File: config.mk
export PLATFORM = sky130hd
export DESIGN_NAME = fifo_wr_arbiter
export DESIGN_NICKNAME = d
export VERILOG_FILES = /design/src/rtl/fifo_wr_arbiter.sv
export SDC_FILE = /design/constraint.sdc
export NUM_CORES = 1
export LEC_CHECK = 0
export ABC_AREA = 1
export CORE_MARGIN = 5
export CORE_UTILIZATION = 30
export DETAILED_ROUTE_END_ITERATION = 6
export GPL_ROUTABILITY_DRIVEN = 0
export PLACE_DENSITY = 0.72
export SYNTH_ARGS = -nofsm -noshare
export SYNTH_HDL_FRONTEND = slang
export SYNTH_SLANG_ARGS = --single-unit
File: constraint.sdc
create_clock -name clk_i -period 2.2 [get_ports clk_i]
set_input_delay 0.44 -clock clk_i [delete_from_list [all_inputs] [get_ports clk_i]]
set_output_delay 0.44 -clock clk_i [all_outputs]
set_load 0.05 [all_outputs]
File: src/rtl/fifo_wr_arbiter.sv
`default_nettype none
// ---------------------------------------------------------------------------
// fifo_wr_arbiter: round-robin burst arbiter feeding one FIFO write port. Rev 1.0
// ---------------------------------------------------------------------------
module fifo_wr_arbiter #(
  parameter int DataWidth = 16,
  parameter int NumReq    = 4,
  parameter int MaxBurst  = 4
) (
  input  logic                            clk_i,
  input  logic                            arst_ni,
  input  logic [NumReq*DataWidth-1:0]     req_data_i,
  input  logic [NumReq-1:0]               req_val_i,
  output logic [NumReq-1:0]               req_rdy_o,
  output logic [DataWidth-1:0]            fifo_din_o,
  output logic                            fifo_din_val_o,
  input  logic                            fifo_din_rdy_i,
  output logic [NumReq-1:0]               grant_o,
  output logic [$clog2(NumReq)-1:0]       grant_id_o,
  output logic [$clog2(MaxBurst+1)-1:0]   beat_cnt_o
);

  localparam int ID_W  = $clog2(NumReq);
  localparam int CNT_W = $clog2(MaxBurst+1);

  localparam logic [0:0] ST_IDLE  = 1'b0;
  localparam logic [0:0] ST_GRANT = 1'b1;

  localparam logic [CNT_W-1:0] LAST_BEAT = CNT_W'(MaxBurst - 1);
  localparam logic [ID_W-1:0]  RST_LAST  = ID_W'(NumReq - 1);

  logic [0:0]       state_q, state_d;
  logic [ID_W-1:0]  gnt_id_q, gnt_id_d;
  logic [ID_W-1:0]  last_q, last_d;
  logic [CNT_W-1:0] cnt_q, cnt_d;

  logic             granted;
  logic             beat;
  logic             rr_found;
  logic [ID_W-1:0]  rr_winner;
  logic [ID_W-1:0]  rr_idx;

  assign granted = (state_q == ST_GRANT);

  // NumReq is a power of two, so the index add wraps modulo NumReq for free;
  // k == NumReq lands back on last_q, giving it the lowest priority.
  always_comb begin
    rr_found  = 1'b0;
    rr_winner = '0;
    rr_idx    = '0;
    for (int k = 1; k <= NumReq; k++) begin
      rr_idx = last_q + ID_W'(k);
      if (!rr_found && req_val_i[rr_idx]) begin
        rr_found  = 1'b1;
        rr_winner = rr_idx;
      end
    end
  end

  always_comb begin
    grant_o        = '0;
    req_rdy_o      = '0;
    fifo_din_o     = '0;
    fifo_din_val_o = 1'b0;
    if (granted) begin
      grant_o[gnt_id_q]   = 1'b1;
      req_rdy_o[gnt_id_q] = fifo_din_rdy_i;
      fifo_din_o          = req_data_i[gnt_id_q*DataWidth +: DataWidth];
      fifo_din_val_o      = req_val_i[gnt_id_q];
    end
  end

  assign beat       = fifo_din_val_o & fifo_din_rdy_i;
  assign grant_id_o = granted ? gnt_id_q : '0;
  assign beat_cnt_o = cnt_q;

  always_comb begin
    state_d  = state_q;
    gnt_id_d = gnt_id_q;
    last_d   = last_q;
    cnt_d    = cnt_q;
    case (state_q)
      ST_IDLE: begin
        if (rr_found) begin
          state_d  = ST_GRANT;
          gnt_id_d = rr_winner;
          cnt_d    = '0;
        end
      end
      ST_GRANT: begin
        // Withdrawal or the final beat of a burst both hand the slot back.
        if (!req_val_i[gnt_id_q] || (beat && (cnt_q == LAST_BEAT))) begin
          state_d = ST_IDLE;
          last_d  = gnt_id_q;
          cnt_d   = '0;
        end else if (beat) begin
          cnt_d = cnt_q + 1'b1;
        end
      end
      default: begin
        state_d = ST_IDLE;
        cnt_d   = '0;
      end
    endcase
  end

  always_ff @(posedge clk_i or negedge arst_ni) begin
    if (!arst_ni) begin
      state_q  <= ST_IDLE;
      gnt_id_q <= '0;
      last_q   <= RST_LAST;
      cnt_q    <= '0;
    end else begin
      state_q  <= state_d;
      gnt_id_q <= gnt_id_d;
      last_q   <= last_d;
      cnt_q    <= cnt_d;
    end
  end

endmodule
`default_nettype wire

# Word level (Yosys, flattened, before mapping)
# Index checks and enable logic that the tools add are counted.
dict set report op_classes {
  addsub 4
  n_lt_le_gt_ge 6
  n_eq_ne 3
  n_shift 1
  mux 32
  n_bitwise 3
  reduce_logical 13
}
# op count
set ops {}
lappend ops {{$shiftx A64 B7 Y16} 1}
lappend ops {{$mux W16} 1}
lappend ops {{$lt A2 B3 Y1 const B} 5}
lappend ops {{$mux W1} 13}
lappend ops {{$bmux W1 S2} 5}
lappend ops {{$mux W2} 5}
lappend ops {{$mux W3} 3}
lappend ops {{$mux W4} 2}
lappend ops {{$pmux W3 S2} 1}
lappend ops {{$reduce_and A2 Y1} 3}
lappend ops {{$logic_and A1 B1 Y1} 5}
lappend ops {{$add A2 B2 Y2 const B} 2}
lappend ops {{$and A4 B4 Y4} 1}
lappend ops {{$logic_not A1 Y1} 4}
lappend ops {{$add A3 B1 Y3 const B} 1}
lappend ops {{$eq A3 B2 Y1 const B} 1}
lappend ops {{$ne A3 B1 Y1 const B} 1}
lappend ops {{$add A2 B1 Y2 const B} 1}
lappend ops {{$demux W1 S2} 1}
lappend ops {{$ge A2 B1 Y1 const B} 1}
lappend ops {{$ne A2 B2 Y1 const B} 1}
lappend ops {{$pmux W1 S2} 1}
lappend ops {{$and A1 B1 Y1} 1}
lappend ops {{$logic_or A1 B1 Y1} 1}
lappend ops {{$not A1 Y1} 1}
dict set report totals {
  regBits 8
  elab_cells 66
}

# Logic depth before layout (Yosys ltp)
# Gate-level depths: netlist of run 1.
dict set report logic_depth {
  ltp_word 15
  depth_mapped 12
  ltp_nobuf 11
}

# Least setup slack after synthesis of run 1
# Ideal clock, no wire load.
dict set report synth_path {
  kind {reg-to-output}
  startpoint {reg gnt_id_q[0]}
  endpoint {out req_rdy_o[1]}
  arrival_ns 1.906
  slack_ns -0.146
  path_stages_with_launch 5
  path_buffers 2
  cell_sequence {dfrtp_1 > buf_6 > clkbuf_1 > nand2_1 > nor3_1}
}
dict set report synth_via {
  elab_chain_cells 6
}
# element line
set synth_rtl {}
lappend synth_rtl {{from (decl)} 33} ;# logic [ID_W-1:0] gnt_id_q, gnt_id_d;
lappend synth_rtl {{from (signal assigned)} 115} ;# gnt_id_q <= gnt_id_d;
lappend synth_rtl {{$lt A2 B3 Y1 (not written as such) or $ge A2 B1 Y1 (tied branches)} 67} ;# req_rdy_o[gnt_id_q] = fifo_din_rdy_i;
lappend synth_rtl {{$logic_and A1 B1 Y1 (not written as such)} 67}
lappend synth_rtl {{$mux W1 (not written as such)} 67}
lappend synth_rtl {{$demux W1 S2 (*)} 67}
lappend synth_rtl {{$and A4 B4 Y4 (no line) (*)} --}
lappend synth_rtl {{$mux W4 (*)} 65} ;# if (granted) begin
lappend synth_rtl {{to (decl)} 14} ;# output logic [NumReq-1:0] req_rdy_o,
# Every way passes the cells marked *; elsewhere a longest branch is shown, timed or not.

# Final worst setup path of run 1
dict set report layout_path {
  startpoint {reg gnt_id_q[0]}
  endpoint {out fifo_din_val_o}
}
dict set report layout_via {
  elab_chain_cells 3
}
# element line
set layout_rtl {}
lappend layout_rtl {{$bmux W1 S2} 69} ;# fifo_din_val_o = req_val_i[gnt_id_q];
lappend layout_rtl {{$mux W1 (not written as such)} 69}
lappend layout_rtl {{$mux W1} 65}
lappend layout_rtl {{to (decl)} 16} ;# output logic fifo_din_val_o,
# No other way between the ends. The select of a mux whose other input is x is not followed.

==> results.cfg, run 1 <==
[global_routing]
first_global_vias = 1845
antenna_found_initial = 0
grt_pass1_wl_um = 8560
grt.overflow.total = 0
grt_max_degree = 22
grtUsageTotal = 0.197

[routing]
ant_nets = 0
wl_per_cell_um = 14.8
drt_pass1_iterations = 4
via_per_inst = 5.05
vias = 1833
wirelength_um = 5380
first_iter_violations = 70
drt_drc_violations_left = 0

[clock_tree]
htree_levels = 1
cts-root-buf = clkbuf_8
cts_num_sinks = 8
clk_pin_slew_ps = 50
cts_buffers = 3
clockBufferDepth = 2
cts_tree = built
clk-insertion-delay-late_ps = 230

[power_and_ir_drop]
p_per_area_nw_per_um2 = 1670
vdd_drop_max_uv = 794
leakage_nw = 1.17

[die]
chipHeight_um = 75.1
initial_core_util = 0.313
core_um2 = 4060
die_area_um2 = 5630
rows = 23
die_x_um = 75.1
ios = 101

[setup_path]
start_kind = flip-flop
path_buf_inv = 3
critPathCaptureType = output pin
cp_cell_sequence = buf_4 > nor2_8 > inv_2 > nor2_2 > nor2_2 > a21oi_4 > buf_12
path_class = flip-flop to output pin
slowest_stage = dfrtp_1
cp.required_ps = 1760
cpMostUsedCell = nor2_2
critPathArrivalTime_ps = 1660
cp_top_family = buffers and inverters
cp_max_fo = 17
max_stage_delay_ps = 400

[timing]
clock_skew_ps = 6.48
finalSetupViolCount = 0
finalMaxSlewViolations = 0
period_share = 0.954
timing.fmax_mhz = 477
hold_ws_ps = 480
layout_min_cycle_time_ps = 2100
relSlewSlack = 0.668
tns_ps = 0
hold_violations = 0
worst_pin_slew_ps = 496

[logic_synthesis]
syn_avg_cell_area_um2 = 5.96
synth_enable_flop_cells = 0
synth_cells = 213
synthFlopType = dfrtp_1
ys_async_sr_fraction = 1.00
ys_ff_latch = 8
synth_cell_types = 27
yosysTopAreaCellShare = 0.201
syn-num-nets = 286
yosys.area.top_type = nand2_1
ys_seq_area_frac = 0.160
yosys_warnings = 0
synth_area_leaders = nand2_1 (20%), dfrtp_1 (12%), a22oi_1 (9.5%)
netlist_area_um2 = 1270

[final_layout]
antenna_cells = 0
multiInputGateArea_um2 = 1000
nets = 387
final_common_cell = clkdlybuf4s50_1
fillers = 348
design_area_um2 = 2750
final_cell_mix = clkdlybuf4s50_1 (73), nand2_1 (68), buf_12 (28)
final-seq-area_um2 = 203
area_delta_synth_final_pct = 117
finish.utilization = 0.679
drive_above_1_share = 0.268

[place]
dp_hpwl_um = 4480
placed_area_um2 = 2670
port_buffers = 100

[outcome]
status = finished clean

[flow_run]
maxCapViolations = 0

[worst_hold_path]
hp-class = primary input to async pin
==> stage by stage <==
| stage | setup slack [ps] | power, mW | instances |
|---|---|---|---|
| global placement | 181 | 4.30 | 358 |
| CTS | 58.4 | 4.56 | 362 |
| global route | -2.96 | 4.88 | 363 |
| finish | 102 | 4.59 | 363 |
| detailed placement | 179 | 4.35 | 358 |
| floorplan | -146 | 2.67 | 213 |
==> cells in the mapped netlist, types with 4 or more instances <==
cell type,count
nand2_1,68
nand3_1,23
inv_1,17
a22oi_1,16
a31oi_1,16
nor2_1,12
nand2_2,9
clkbuf_1,6
dfrtp_1,6
inv_2,5
buf_6,4
nor3_1,4
o21ai_1,4
==> worst register-to-register path: stages (launching register included) <==
cell and delay, ps:
dfstp_2 640, inv_2 130, nand2_1 80, nand2_1 90
nand2_1 100, nand2_2 80, nor2_4 120, nand3_2 100
nand2_2 120, inv_1 50, nand2_1 60, nand2_1 50
==> report_power, final <==
group          leakage [nW]  internal (mW)  switching (mW)
Combinational          1.05           1.70            2.38
Sequential           0.0968          0.225           0.100
Clock                0.0228          0.126          0.0633
==> metal layers <==
layer  vias to the layer above  GRT usage  share of wire
li1                        922          -              -
met2                        65      0.375           0.55
met1                       841      0.200           0.34
met3                         5     0.0841           0.10
met5                         -          0              0
met4                         0     0.0336         0.0069
==> registers in the layout (all words and copies together), names as in the netlist <==
| name | count |
|---|---|
| beat_cnt_o | 3 |
| last_q | 2 |
| gnt_id_q | 2 |
| granted | 1 |
==> worst paths after layout <==
kind / from / to / slack [ps] / cells after the start
worst max-delay path: gnt_id_q[0] / fifo_din_val_o / 100 / 7
worst min-delay path: arst_ni / beat_cnt_o[0] / 480 / 1
worst max register to register: last_q[0] / gnt_id_q[1] / 470 / 11
worst min register to register: beat_cnt_o[2] / beat_cnt_o[2] / 510 / 2
max in group asynchronous: arst_ni / last_q[0] / 1410 / 1
min in group clk_i: beat_cnt_o[2] / beat_cnt_o[2] / 510 / 2
==> what timing repair did <==
item / 4_1_cts / 5_1_grt
endpoints found under the setup margin: 0 / 10
buffers inserted: 0 / 1
hold buffers: 0 / 0
gates resized for setup: 0 / 6
==> cell families after synthesis <==
kind of cell    Yosys count  synth area share
compound gates           40             0.216
buf+inv                  36             0.135
fa+ha+maj                 2            0.0197
simple gates            127             0.470
flops                     8             0.160
==> cell type report <==
type,count,area share
repair buffers,109,0.491
multi-input cells,169,0.363
flip-flops and latches,8,0.0736
inverters,23,0.0336
well taps,50,0.0227
clock buffers,4,0.0164
Power figures use the tool's default switching activity.
==> run 2, diff against run 1 <==
--- a/config.mk
+++ b/config.mk
@@ -11,6 +11,7 @@
 export DETAILED_ROUTE_END_ITERATION = 6
 export GPL_ROUTABILITY_DRIVEN = 0
 export PLACE_DENSITY = 0.72
+export RECOVER_POWER = 25
 export SYNTH_ARGS = -nofsm -noshare
 export SYNTH_HDL_FRONTEND = slang
 export SYNTH_SLANG_ARGS = --single-unit
==> results.cfg, run 2 (synthesized netlist as in run 1, its figures left out) <==
[outcome]
status = finished clean

[place]
port_buffers = 100
dp_hpwl_um = 4480
dp.cells = 358
placed_area_um2 = 2670

[setup_path]
reg2reg_from = last_q[0]
cp-startpoint = gnt_id_q[0]
ff2ff_setup_slack_ps = 470
critPathArrivalTime_ps = 1660
start_kind = flip-flop
path_class = flip-flop to output pin
cp.required_ps = 1760
cp_max_fo = 17
critPathCaptureType = output pin

[die]
die_area_um2 = 5630
rows = 23
initial_core_util = 0.313
core_um2 = 4060
ios = 101
chipHeight_um = 75.1
die_x_um = 75.1

[routing]
routed.top_layer = met4
drt_drc_violations_left = 0
vias = 1834
via_per_inst = 5.05
wl_per_cell_um = 14.8
wl_met1_um = 1850
wl_met2_um = 2940
dr_wl_met3_um = 557
drt_pass1_iterations = 4
first_iter_violations = 70
wirelength_um = 5380
ant_nets = 0

[power_and_ir_drop]
leakage_nw = 1.17
p_per_area_nw_per_um2 = 1670
vdd_drop_max_uv = 794
totalPowerFinal_mw = 4.59

[flow_run]
maxCapViolations = 0

[clock_tree]
clk-insertion-delay-late_ps = 230
clockBufferDepth = 2
clk_pin_slew_ps = 50
cts_hold_buf = 0
cts_tree = built
htree_levels = 1
cts-root-buf = clkbuf_8
cts_num_sinks = 8
cts_buffers = 3

[worst_hold_path]
min_from = beat_cnt_o[2]
hp-class = flip-flop to flip-flop

[final_layout]
fillers = 348
design_area_um2 = 2750
largest_reg_flops = 3
final_common_cell = clkdlybuf4s50_1
final_cells = 363
nets = 387
final_cell_mix = clkdlybuf4s50_1 (72), nand2_1 (68), buf_12 (28)
drive_above_1_share = 0.268
area_delta_synth_final_pct = 117
finish.utilization = 0.679
final-seq-area_um2 = 203
multiInputGateArea_um2 = 1000
antenna_cells = 0

[global_routing]
first_global_vias = 1845
grtUsageTotal = 0.197
antenna_found_initial = 0
grt_max_degree = 22
grt.overflow.total = 0
grt_pass1_wl_um = 8560

[timing]
relSlewSlack = 0.668
tns_ps = 0
layout_min_cycle_time_ps = 2100
hold_violations = 0
clock_skew_ps = 6.48
finalSetupViolCount = 0
timing.fmax_mhz = 477
period_share = 0.954
worst_pin_slew_ps = 496
finalMaxSlewViolations = 0
==> run 2: cell type report <==
type	instances	share of cell area
Clock buffer	4	0.0164
Inverter	23	0.0336
Multi-Input combinational cell	169	0.363
Sequential cell	8	0.0736
Tap cell	50	0.0227
Timing Repair Buffer	109	0.491
==> run 2: final timing paths <==
kind	to	depth (start not counted)
worst max-delay path	fifo_din_val_o	7
worst min-delay path	beat_cnt_o[2]	2
worst max register to register	gnt_id_q[1]	11
worst min register to register	beat_cnt_o[2]	2
max in group asynchronous	last_q[0]	1
min in group asynchronous	beat_cnt_o[0]	1
==> run 2: power breakdown <==
| group | internal (mW) | total (mW) | switching (mW) | leakage [nW] |
|---|---|---|---|---|
| combinational | 1.70 | 4.07 | 2.38 | 1.05 |
| sequential | 0.225 | 0.325 | 0.100 | 0.0968 |
| clock | 0.126 | 0.189 | 0.0633 | 0.0228 |
| total | 2.05 | 4.59 | 2.54 | 1.17 |
==> run 2: layer usage <==
layer | up-vias | track usage
li1 | 922 | -
met4 | 0 | 0.0336
met3 | 5 | 0.0841
met5 | - | 0
met2 | 65 | 0.375
met1 | 842 | 0.200
==> run 2: per-stage QoR <==
stage	hold WS [ps]	worst slack (ps)
3_3_place_gp	490	181
3_5_place_dp	509	179
5_1_grt	548	-2.96
2_1_floorplan	144	-146
4_1_cts	497	58.4
6_report	510	102
==> run 2: critical path: stages, from the launching register on <==
cell     delay (ps)
dfrtp_1         400
buf_4           190
nor2_8          230
inv_2           100
nor2_2          100
nor2_2           60
a21oi_4         180
buf_12          160
==> run 2: timing repair <==
item / in CTS / in global routing
buffers inserted: 0 / 1
gates resized for setup: 0 / 6
endpoints found under the hold margin: 0 / 0
setup endpoints to repair: 0 / 10
